[src/rtl/lms_fir_engine.sv]
// Serial-MAC FIR output stage of the LMS filter: keeps the reference delay line,
// computes y = sum(w*x) >>> 16 and e = d - y once per accepted sample.
module lms_fir_engine #(
  parameter int TAPS = 32,
  parameter int DW   = 14,
  parameter int WW   = 32,
  parameter int AW   = 48,
  localparam int IW  = $clog2(TAPS)
) (
  input  logic                 clk,
  input  logic                 rstn,
  input  logic                 sample_valid,
  input  logic signed [DW-1:0] x_in,
  input  logic signed [DW-1:0] d_in,
  output logic [IW-1:0]        w_idx,
  input  logic signed [WW-1:0] w_data,
  input  logic [IW-1:0]        rd_idx,
  output logic signed [DW-1:0] rd_reff,
  output logic signed [DW-1:0] y,
  output logic signed [DW-1:0] e,
  output logic                 out_valid,
  output logic                 busy,
  output logic                 overrun,
  output logic [31:0]          n
);

  typedef enum logic [1:0] {IDLE, MAC, FINAL} state_t;

  localparam logic signed [DW-1:0] SMAX = {1'b0, {(DW-1){1'b1}}};
  localparam logic signed [DW-1:0] SMIN = {1'b1, {(DW-1){1'b0}}};
  localparam int PW = WW + DW;

  state_t                state_q, state_d;
  logic [IW-1:0]         idx;
  logic signed [AW-1:0]  acc;
  logic signed [DW-1:0]  taps [TAPS];
  logic signed [DW-1:0]  d_lat;

  logic signed [DW-1:0]  tap_sel;
  logic signed [PW-1:0]  w_ext, t_ext, prod;
  logic signed [AW-1:0]  prod_ext;
  logic                  ovf_hi, ovf_lo;
  logic signed [DW-1:0]  ys, es;
  logic signed [DW:0]    diff;

  assign w_idx   = idx;
  assign busy    = (state_q != IDLE);
  assign rd_reff = taps[rd_idx];
  assign tap_sel = taps[idx];

  // Both operands widened to the full product width so the truncated multiply is exact.
  assign w_ext    = {{DW{w_data[WW-1]}}, w_data};
  assign t_ext    = {{WW{tap_sel[DW-1]}}, tap_sel};
  assign prod     = w_ext * t_ext;
  assign prod_ext = {{(AW-PW){prod[PW-1]}}, prod};

  // acc >>> 16 fits DW bits only when bits [AW-1:16+DW-1] are all copies of the sign.
  assign ovf_hi = !acc[AW-1] && (|acc[AW-2:16+DW-1]);
  assign ovf_lo =  acc[AW-1] && !(&acc[AW-2:16+DW-1]);
  assign ys     = ovf_hi ? SMAX : (ovf_lo ? SMIN : acc[16+DW-1:16]);
  assign diff   = {d_lat[DW-1], d_lat} - {ys[DW-1], ys};
  assign es     = (diff[DW] != diff[DW-1]) ? (diff[DW] ? SMIN : SMAX) : diff[DW-1:0];

  always_comb begin
    state_d = state_q;
    unique case (state_q)
      IDLE:    if (sample_valid) state_d = MAC;
      MAC:     if (idx == IW'(TAPS-1)) state_d = FINAL;
      FINAL:   state_d = IDLE;
      default: state_d = IDLE;
    endcase
  end

  always_ff @(posedge clk) begin
    if (!rstn) begin
      state_q   <= IDLE;
      idx       <= '0;
      acc       <= '0;
      d_lat     <= '0;
      y         <= '0;
      e         <= '0;
      out_valid <= 1'b0;
      overrun   <= 1'b0;
      n         <= '0;
      for (int unsigned k = 0; k < TAPS; k++) taps[k] <= '0;
    end else begin
      state_q   <= state_d;
      out_valid <= 1'b0;
      unique case (state_q)
        IDLE: if (sample_valid) begin
          taps[0] <= x_in;
          for (int unsigned k = 1; k < TAPS; k++) taps[k] <= taps[k-1];
          d_lat <= d_in;
          acc   <= '0;
          idx   <= '0;
        end
        MAC: begin
          acc <= acc + prod_ext;
          idx <= idx + IW'(1);
        end
        FINAL: begin
          y         <= ys;
          e         <= es;
          out_valid <= 1'b1;
          n         <= n + 32'd1;
        end
        default: ;
      endcase
      if (sample_valid && state_q != IDLE) overrun <= 1'b1;
    end
  end

endmodule

[config.mk]
export PLATFORM = sky130hd
export DESIGN_NAME = lms_fir_engine
export DESIGN_NICKNAME = d
export VERILOG_FILES = /design/src/rtl/lms_fir_engine.sv
export SDC_FILE = /design/constraint.sdc
export NUM_CORES = 2
export LEC_CHECK = 0
export ABC_CLOCK_PERIOD_IN_PS = 15300
export CORE_ASPECT_RATIO = 1.5
export CORE_MARGIN = 8
export CORE_UTILIZATION = 51
export CTS_BUF_LIST = sky130_fd_sc_hd__clkbuf_16
export DETAILED_ROUTE_END_ITERATION = 12
export HOLD_SLACK_MARGIN = 0.15
export PLACE_DENSITY = 0.69
export SYNTH_ARGS = -nofsm -noshare
export SYNTH_HDL_FRONTEND = slang
export SYNTH_SLANG_ARGS = --single-unit
[constraint.sdc]
create_clock -name clk -period 15.3 [get_ports clk]
set_input_delay 3.06 -clock clk [delete_from_list [all_inputs] [get_ports clk]]
set_output_delay 3.06 -clock clk [all_outputs]
set_load 0.05 [all_outputs]
==> results.md <==
- Final setup violation count: 0
- Post-CTS sizing: 0
- Post-Syn Nets: 4703
- Hold_buf cts: 0
- Startpoint Class: input port
- Max FO, Critical Path: 68
- DR pass1 iterations: 5
- Clock Tree Root: clkbuf_16
- Combinational family with the most area after synthesis: adder cells
- H-tree depth: 2
- WL per Instance: roughly 22 um
- Final period utilization: 65.06%
- Total number of vias: roughly 31000
- Final Max Slew Viols: 0
- Nets: 4689
- Port buffer count: between 100 and 150
- Fmax achieved: approximately 0.1 GHz
- Total negative slack: 0 ps
- Reg clk slew, reported paths: 60 ps
- Worst skew pair latency: 650 ps
- Yosys cell types: 70
- Tmin final: around 10000 ps
- DRC violations left: 0
- Total CTS buffers: 60
- Final hold vios: 0
- Share of post-route cells with drive strength above 1: 11.53%
- Total gr overflow: 0
- Row count: between 100 and 150
- CTS Buffer Depth: 3
- FF+latch count, synth: 584
- Largest net degree at the start of global routing: 155
- Async SR Flop Fraction: 0%
- Post-Synth XOR/XNOR Area: between 1 and 1.5%
- TritonCTS clock tree: done
- Yosys warning count: 0
- Clock sink count: roughly 580
- Synth top area cells: edfxtp_1 (29%), fa_1 (20%), mux4_2 (13%), dfxtp_1 (5.8%), inv_1 (4.7%)
- Top_reg_cell synth: edfxtp_1
- Compound-Gate Fraction of Synth Area: 4.032%
- Arr. time, crit path: 6890 ps
- Worst-margin pin slew: 1251 ps
- Critical Path Sink Type: primary output
- DP HPWL: approximately 80 mm
- Post-Synth Adder-Cell Area: 24.39%
- Max-cap viol count: 0
- Postcts setup bufs: 0
- RSZ-0062 raised after global routing: false
- Initial Utilization: 51.36%
- First-pass GRT wire length: 183.4 mm
- Status: finished clean
- Area of the mapped netlist: roughly 47000 um2
- CP Data Required Time: 12240 ps
- Share of the synthesized area in the top cell type: between 20% and 30%
- Clock skew: 26.18 ps
- Die area: 102400 um2
- Post-Synthesis Cells: 4016
- IO Count: 150
- EDFF count, synth: approximately 450
- Routability congestion estimate: 0.8953
- Iter 0 DRT Violations: 2259
- ANT nets after route: 0
- Layout Utilization: 55.87%
- Syn Area/Cell: 11.71 um2
- Routed WL: 114.1 mm
- Area Growth Syn to Fin: 8.784%
- Die Width: 263.9 um
- Slew HR: 16.31%
- Core Footprint: 91550 um2
- Setup CP Type: in -> out
- Hold Crit Class: reg -> reg
- Number of global-route vias before repair: 32792
- Gr usage total: 22.45%
- Initial antenna violation count: 0
- Synth Area in Simple Gates: 14.38%
- Mux share of post-synthesis cell area: 14.21%
- Sequential element share of the synthesized area: 34.40%
- DR vias/cell: roughly 5.9
- Die Y: 387.9 um
- Post-synth top area cell: edfxtp_1
## layout make-up
class                      instances  area (um2)
antenna                            2       5.005
clock buffer                      60        1501
clock inverter                    51       351.6
fill                            7635       40400
inverter                         588        2207
multi-input combinational       2573       27580
sequential                       584       16190
tap                             1173        1468
timing repair buffer             195        1846
## state kept, by name, summed over array words and instances (netlist names), named ones only
signal     count
taps         448
acc           48
n             32
d_lat         14
e             14
y             14
w_idx          5
state_q        2
out_valid      1
overrun        1
## routing by layer
metal  share of wire (%)  vias up  global-route usage (%)
li1                    -    13553                       -
met1                  39    16101                   27.60
met2                  53      852                   40.32
met3                 4.8      230                   2.920
met4                 3.8        0                   8.012
met5                   0        -                       0
## Yosys cell counts, types with 5 or more instances
library cell  instances
inv_1               588
fa_1                480
edfxtp_1            448
mux4_2              280
nand2_1             280
and3_1              269
and2_1              226
nor2b_1             202
clkbuf_1            184
ha_1                139
dfxtp_1             136
nor2_1              124
a21oi_1             113
o21ai_0              78
buf_2                60
xnor2_1              41
nand2b_1             39
xor2_1               37
nand3_1              32
a21o_1               23
nand4_1              23
mux2_2               20
buf_1                15
or3_1                13
maj3_1               12
nor3_1               12
o21bai_1             11
o21a_1               10
a31oi_1               9
buf_4                 9
a22o_1                8
a22oi_1               8
mux2i_1               8
a32o_1                6
and4_1                5
mux2i_2               5
nor4_1                5
o211ai_1              5
or2_2                 5
## layout by cell type (no fill, tap or decap), types with 46 or more instances in the layout
| master | count |
|---|---|
| nor2_1 | 123 |
| nand2_1 | 279 |
| buf_4 | 46 |
| and3_1 | 269 |
| inv_1 | 603 |
| dfxtp_1 | 131 |
| and2_1 | 225 |
| mux4_2 | 280 |
| ha_1 | 139 |
| a21oi_1 | 113 |
| fa_1 | 480 |
| clkdlybuf4s50_1 | 144 |
| edfxtp_1 | 448 |
| nor2b_1 | 201 |
| clkbuf_16 | 60 |
| o21ai_0 | 78 |
## cell families (layout without fill, tap and decap cells)
kind of cell | after synthesis | after routing
multiplexers | 313 | 313
adder cells (fa/ha/maj) | 631 | 631
buffers and inverters | 859 | 894
AND/OR/NAND/NOR | 1245 | 1245
flip-flops | 584 | 584
XOR/XNOR | 78 | 78
other | 0 | 2
AO/OA/AOI/OAI | 306 | 306
## critical path: stages
cell             delay [ps]
clkbuf_8                660
buf_4                   890
mux4_2                  620
mux4_2                  500
mux2_2                  340
clkdlybuf4s50_1         730
## through the flow
stage          area, um2  worst slack [ps]  hold slack (ps)  cells
6_report           51150              5346            460.3   5226
3_3_place_gp       49290              4954            446.5   5113
2_1_floorplan      47020             386.4            436.3   4016
4_1_cts            51140              5217            464.2   5224
3_5_place_dp       49290              4874            455.3   5113
5_1_grt            51140              5042            490.2   5224
## path summary, 6_finish.rpt
| check | cells past startpoint | from | slack (ps) | endpoint |
|---|---|---|---|---|
| worst max register to register | 27 | register | 5600 | acc[45]$_SDFFE_PN0P_ |
| worst min-delay path | 2 | d_lat[0]$_SDFFE_PN0P_ | 460 | d_lat[0]$_SDFFE_PN0P_ |
| worst max-delay path | 6 | rd_idx[0] | 5350 | rd_reff[2] |
| worst min register to register | 2 | d_lat[0]$_SDFFE_PN0P_ | 460 | d_lat[0]$_SDFFE_PN0P_ |
Power is left out: the tool's default activity adds up to more than one toggle a clock period on the data nets, which glitch-free logic cannot reach.
